--- src/rtl/threefish_block_in_sub_reg.sv ---
// Threefish-512 decrypt input stage: captures a ciphertext block with its key material
// and subtracts the selected subkey one 64-bit word per clock, then holds the result.
module threefish_block_in_sub_reg #(
  parameter int                 WORD_W     = 64,
  parameter int                 NUM_WORDS  = 8,
  parameter logic [WORD_W-1:0]  KEY_PARITY = 64'h1BD11BDAA9FC1A22
) (
  input  logic                          inClk,
  input  logic                          inRstN,
  input  logic                          inStart,
  input  logic [WORD_W*NUM_WORDS-1:0]   inBlock,
  input  logic [WORD_W*NUM_WORDS-1:0]   inKey,
  input  logic [2*WORD_W-1:0]           inTweak,
  input  logic [7:0]                    inRound4,
  input  logic                          inRd,
  output logic [WORD_W*NUM_WORDS-1:0]   outBlock,
  output logic                          outValid,
  output logic                          outBusy,
  output logic [1:0]                    dbg_state
);

  localparam logic [1:0] ST_IDLE = 2'd0;
  localparam logic [1:0] ST_CALC = 2'd1;
  localparam logic [1:0] ST_HOLD = 2'd2;

  logic [1:0]   state_q, state_d;
  logic [2:0]   idx_q, idx_d;
  logic [511:0] blk_q, blk_d;
  logic [511:0] key_q, key_d;
  logic [127:0] tweak_q, tweak_d;
  logic [7:0]   id_q, id_d;

  logic [63:0]  k8, t0, t1, t2;
  logic [8:0]   ksum, kmod, tsum6, tmod6;
  logic [7:0]   tmod5;
  logic [63:0]  key_word, t_sel5, t_sel6, ks_word;
  logic [63:0]  cur_word, new_word;
  logic         accept;

  // Extended key word k8 and tweak word t2 always come from the registered operands.
  always_comb begin
    k8 = KEY_PARITY;
    for (int i = 0; i < 8; i++) begin
      k8 = k8 ^ key_q[i*64 +: 64];
    end
    t0 = tweak_q[63:0];
    t1 = tweak_q[127:64];
    t2 = t0 ^ t1;
  end

  always_comb begin
    ksum  = {1'b0, id_q} + {6'b0, idx_q};
    kmod  = ksum % 9'd9;
    tmod5 = id_q % 8'd3;
    tsum6 = {1'b0, id_q} + 9'd1;
    tmod6 = tsum6 % 9'd3;

    case (kmod)
      9'd0:    key_word = key_q[63:0];
      9'd1:    key_word = key_q[127:64];
      9'd2:    key_word = key_q[191:128];
      9'd3:    key_word = key_q[255:192];
      9'd4:    key_word = key_q[319:256];
      9'd5:    key_word = key_q[383:320];
      9'd6:    key_word = key_q[447:384];
      9'd7:    key_word = key_q[511:448];
      default: key_word = k8;
    endcase

    case (tmod5)
      8'd0:    t_sel5 = t0;
      8'd1:    t_sel5 = t1;
      default: t_sel5 = t2;
    endcase

    case (tmod6)
      9'd0:    t_sel6 = t0;
      9'd1:    t_sel6 = t1;
      default: t_sel6 = t2;
    endcase

    ks_word = key_word;
    if (idx_q == 3'd5) ks_word = key_word + t_sel5;
    if (idx_q == 3'd6) ks_word = key_word + t_sel6;
    if (idx_q == 3'd7) ks_word = key_word + {56'b0, id_q};

    // Each word is independent: no borrow crosses a word boundary.
    cur_word = blk_q[{idx_q, 6'b0} +: 64];
    new_word = cur_word - ks_word;
  end

  // A new operation may start from IDLE, or from HOLD in the same cycle the result is taken.
  assign accept = inStart && ((state_q == ST_IDLE) || ((state_q == ST_HOLD) && inRd));

  always_comb begin
    state_d = state_q;
    idx_d   = idx_q;
    blk_d   = blk_q;
    key_d   = key_q;
    tweak_d = tweak_q;
    id_d    = id_q;

    case (state_q)
      ST_IDLE, ST_HOLD: begin
        if (accept) begin
          state_d = ST_CALC;
          idx_d   = 3'd0;
          blk_d   = inBlock;
          key_d   = inKey;
          tweak_d = inTweak;
          id_d    = inRound4;
        end else if ((state_q == ST_HOLD) && inRd) begin
          state_d = ST_IDLE;
        end
      end
      ST_CALC: begin
        blk_d[{idx_q, 6'b0} +: 64] = new_word;
        idx_d = idx_q + 3'd1;
        if (idx_q == 3'd7) state_d = ST_HOLD;
      end
      default: state_d = ST_IDLE;
    endcase
  end

  always_ff @(posedge inClk or negedge inRstN) begin
    if (!inRstN) begin
      state_q <= ST_IDLE;
      idx_q   <= 3'd0;
      blk_q   <= '0;
      key_q   <= '0;
      tweak_q <= '0;
      id_q    <= '0;
    end else begin
      state_q <= state_d;
      idx_q   <= idx_d;
      blk_q   <= blk_d;
      key_q   <= key_d;
      tweak_q <= tweak_d;
      id_q    <= id_d;
    end
  end

  assign outBlock  = blk_q;
  assign outValid  = (state_q == ST_HOLD);
  assign outBusy   = (state_q == ST_CALC);
  assign dbg_state = state_q;

endmodule

--- config.mk ---
export PLATFORM = sky130hd
export DESIGN_NAME = threefish_block_in_sub_reg
export DESIGN_NICKNAME = d
export VERILOG_FILES = /design/src/rtl/threefish_block_in_sub_reg.sv
export SDC_FILE = /design/constraint.sdc
export NUM_CORES = 2
export LEC_CHECK = 0
export ABC_AREA = 1
export CAP_MARGIN = 20
export CORE_AREA = 2 2 661 663
export CTS_CLUSTER_DIAMETER = 120
export DETAILED_ROUTE_END_ITERATION = 10
export DIE_AREA = 0 0 663 665
export HOLD_SLACK_MARGIN = 0.05
export SLEW_MARGIN = 10
export SYNTH_ARGS = -nofsm -noshare
export SYNTH_HDL_FRONTEND = slang
export SYNTH_SLANG_ARGS = --single-unit
--- constraint.sdc ---
create_clock -name inClk -period 11.1 [get_ports inClk]
set_input_delay 2.775 -clock inClk [delete_from_list [all_inputs] [get_ports inClk]]
set_output_delay 2.775 -clock inClk [all_outputs]
set_load 0.03 [all_outputs]
==> summary.md <==
| Metric | Value |
|---|---|
| Outcome | `finished, violations left` |
| Failing checks | `setup timing` |
| Hold-critical path depth | `2` |
| Dpl cell area | `111,000 µm²` |
| Total grt overflow | `0` |
| Final Skew | `0.114 ns` |
| Worst EP required | `11.92 ns` |
| Final WS setup | `-1.35 ns` |
| R2R Setup Slk | `-1.35 ns` |
| Initial DRC Count | `10,400` |
| H-tree levels | `4` |
| CP Buf/Inv Count | `40` |
| RSZ-0062 raised after global routing | `true` |
| Synth Flop Type | `dfrtp_1` |
| Synth Net Count | `12,600` |
| Crit path max-delay family | `buffers and inverters` |
| CORE AREA | `roughly 430,000 µm²` |
| Worst Hold Class | `reg -> reg` |
| Routability cong. | `1.05` |
| Post-route cell area | `121,000 µm²` |
| Clk_lat worst skew | `0.92 ns` |
| Setup_tns | `-157.93 ns` |
| DRC Markers | `0` |
| Max-cap violations | `0` |
| Post-DP HPWL | `506 mm` |
| FF-to-FF End | `outBlock[406]` |
| Clock period minus final worst setup slack | `12.45 ns` |
| WL/cell | `roughly 32 µm` |
| CP Max Fanout | `7` |
| Vias | `approximately 95,000` |
| Post-synth ARST share | `100%` |
| Synth Area per Inst | `7.03 µm²` |
| Area Growth Syn to Fin | `53.9%` |
| Remaining antenna violation count | `0` |
| Arrival time at the worst endpoint | `between 10 and 15 ns` |
| Root Driver | `clkbuf_16` |
| Worst-path clk slew | `0.06 ns` |
| Min-Delay Startpoint | `tweak_q[58]` |
| Post-synth EDFFs | `0` |
| Most frequent CP cell | `buf_6` |
| Bufs on Longest Clock Path | `4` |
| Slew margin rel. | `between 10% and 20%` |
| CTS tree | `built` |
| Initial core utilization | `18.2%` |
| Overall routing resource usage | `between 20% and 30%` |
| Row cnt | `242` |
| Sink Count | `1,165` |
| Vias in the first global route | `89,800` |
| Filler instances | `47,200` |
| Synth Warn # | `0` |
| I/O pin cnt | `1,680` |
| Share of cells above drive strength 1 | `17.7%` |
| # port buffers | `1,679` |
| Max-slew violation count | `0` |
| Die width | `663 µm` |
| Antenna violations before repair | `between 200 and 300` |
| Largest net degree at the start of global routing | `197` |
| Full die area | `441,000 µm²` |
| WL final | `623 mm` |
| Worst Hold Path EP | `tweak_q[58]` |
| #FFs+latches synth | `1,165` |
| Synthesized area | `around 79,000 µm²` |
| Util after Layout | `28.0%` |
| Critical path class | `reg -> reg` |
| Via/cell ratio | `approximately 4.8` |
| Die Y-Extent | `665 µm` |
| DRT Pass-1 Iters | `6` |
| Cell count after synthesis | `roughly 11,000` |
| Max stage delay cell, worst path | `dfrtp_4` |
| Worst path max stage delay | `~0.5 ns` |
| Element type at the critical path end | `flop` |
| Post-route clock period utilization | `112%` |
| F_max | `0.0803 GHz` |
| # hold bufs at CTS | `0` |
| Final hold vios | `0` |
| R2r startpoint | `idx_q[0]` |
| CP Launch Type | `flop` |
| TritonCTS buffer count | `roughly 160` |
| Post-placement setup slack | `-2.39 ns` |
| First-pass GRT wire length | `816 mm` |
| Library cells used by synthesis | `69` |
| Final Net Count | `15,200` |
| Worst Reg-to-Reg Cells | `95` |
| # setup viols final | `234` |
| Seq/Total Area, Yosys | `37.0%` |
| Worst Tran Pin Value | `~1.2 ns` |
[flip-flops by register name (all words and copies together), names as in the netlist]
name	count
key_q	512
outBlock	512
tweak_q	128
id_q	8
idx_q	3
dbg_state	2
[synthesized netlist by cell type, drive strengths merged, types with 2 or more instances]
| library cell | instances | share of area (%) |
|---|---|---|
| a211oi | 6 | 0.057 |
| a21boi | 4 | 0.038 |
| a21o | 16 | 0.15 |
| a21oi | 803 | 5.1 |
| a221oi | 27 | 0.30 |
| a22o | 8 | 0.089 |
| a22oi | 34 | 0.32 |
| a31oi | 55 | 0.44 |
| a32oi | 12 | 0.13 |
| and2 | 5 | 0.041 |
| and3 | 2 | 0.016 |
| buf | 166 | 1.2 |
| clkbuf | 505 | 2.4 |
| clkinv | 7 | 0.033 |
| dfrtp | 1165 | 37 |
| fa | 5 | 0.13 |
| ha | 222 | 3.5 |
| inv | 551 | 2.6 |
| mux2i | 5 | 0.063 |
| nand2 | 3567 | 17 |
| nand3 | 757 | 4.9 |
| nand3b | 6 | 0.057 |
| nand4 | 121 | 0.99 |
| nor2 | 1176 | 5.8 |
| nor3 | 74 | 0.52 |
| nor4 | 9 | 0.071 |
| o211ai | 205 | 2.0 |
| o21a | 12 | 0.11 |
| o21ai | 646 | 4.1 |
| o21bai | 8 | 0.076 |
| o221a | 2 | 0.029 |
| o221ai | 15 | 0.17 |
| o22ai | 215 | 1.7 |
| o311ai | 2 | 0.022 |
| o31ai | 5 | 0.048 |
| or2 | 65 | 0.52 |
| xnor2 | 350 | 3.9 |
| xor2 | 373 | 4.1 |
[area by class of cell]
type / instances / area (µm²) / share of cell area, %
Antenna cell: 143 / 358 / 0.295
Clock buffer: 201 / 4390 / 3.61
Clock inverter: 81 / 1080 / 0.887
Inverter: 558 / 2190 / 1.80
Multi-Input combinational cell: 8819 / 48400 / 39.8
Sequential cell: 1165 / 29200 / 24.0
Tap cell: 5734 / 7170 / 5.91
Timing Repair Buffer: 3062 / 28700 / 23.6
[layout by cell type, fill, tap and decap left out, drive strengths merged, types with 121 or more instances in the layout]
| master | synthesis | layout |
|---|---|---|
| o22ai | 215 | 215 |
| o21ai | 646 | 646 |
| clkbuf | 505 | 202 |
| o211ai | 205 | 205 |
| nand2 | 3567 | 3567 |
| xnor2 | 350 | 350 |
| clkdlybuf4s50 | 0 | 1676 |
| nand3 | 757 | 757 |
| inv | 551 | 557 |
| a21oi | 803 | 803 |
| xor2 | 373 | 373 |
| ha | 222 | 222 |
| nor2 | 1176 | 1176 |
| buf | 166 | 1384 |
| nand4 | 121 | 121 |
| dfrtp | 1165 | 1165 |
| diode | 0 | 143 |
[worst max-delay path by stage]
stage,start,end,slack (ns),depth (start not counted)
6_report,idx_q[0],outBlock[406],-1.35,95
5_1_grt,idx_q[0],outBlock[406],-1.89,99
4_1_cts,idx_q[0],outBlock[124],-1.14,95
3_5_place_dp,idx_q[2],outBlock[190],-2.39,86
3_3_place_gp,idx_q[0],outBlock[190],-2.39,89
2_1_floorplan,id_q[0],outBlock[443],0.005,100
[cell families (layout without fill, tap and decap cells)]
logic type               count (synthesis)  after routing  synth area share, %
AO/OA/AOI/OAI                         2080           2080                 14.9
XOR/XNOR                               723            723                 8.03
adder cells (fa/ha/maj)                227            227                 3.65
buffers and inverters                 1229           3902                 6.27
flip-flops                            1165           1165                 37.0
multiplexers                             6              6               0.0777
other                                    0            143                    0
AND/OR/NAND/NOR                       5783           5783                 30.1
[per-stage QoR]
stage	cells	hold WS, ns
floorplan	11200	0.471
global placement	19200	0.491
detailed placement	19200	0.489
CTS	19500	0.505
global route	19700	0.534
finish	19800	0.503
[layer usage]
metal	GRT usage [%]	vias to the layer above	wire length (µm)
met4	22.7	76	60200
met5	0	-	485
met3	7.88	1504	57400
met2	42.4	5288	280000
li1	-	42300	-
met1	30.1	46200	225000
[what timing repair did]
item / in CTS / in global routing
cloned: 1 / 1
gates resized for setup: 479 / 406
endpoints found under the hold margin: 0 / 0
pin swaps: 178 / 193
endpoints found under the setup margin: 342 / 368
setup buffers: 81 / 95
[worst reg2reg max path, delay by kind of cell, from the launching register on]
kind,cells,cell delay [ns]
AND/OR/NAND/NOR,31,2.94
AO/OA/AOI/OAI,17,2.75
flip-flops,1,0.49
buffers and inverters,40,4.74
adder cells (fa/ha/maj),5,1.23
XOR/XNOR,2,0.22
Power is not shown: default switching activity piles up to over one toggle a cycle in this logic, so the estimate is an artifact.
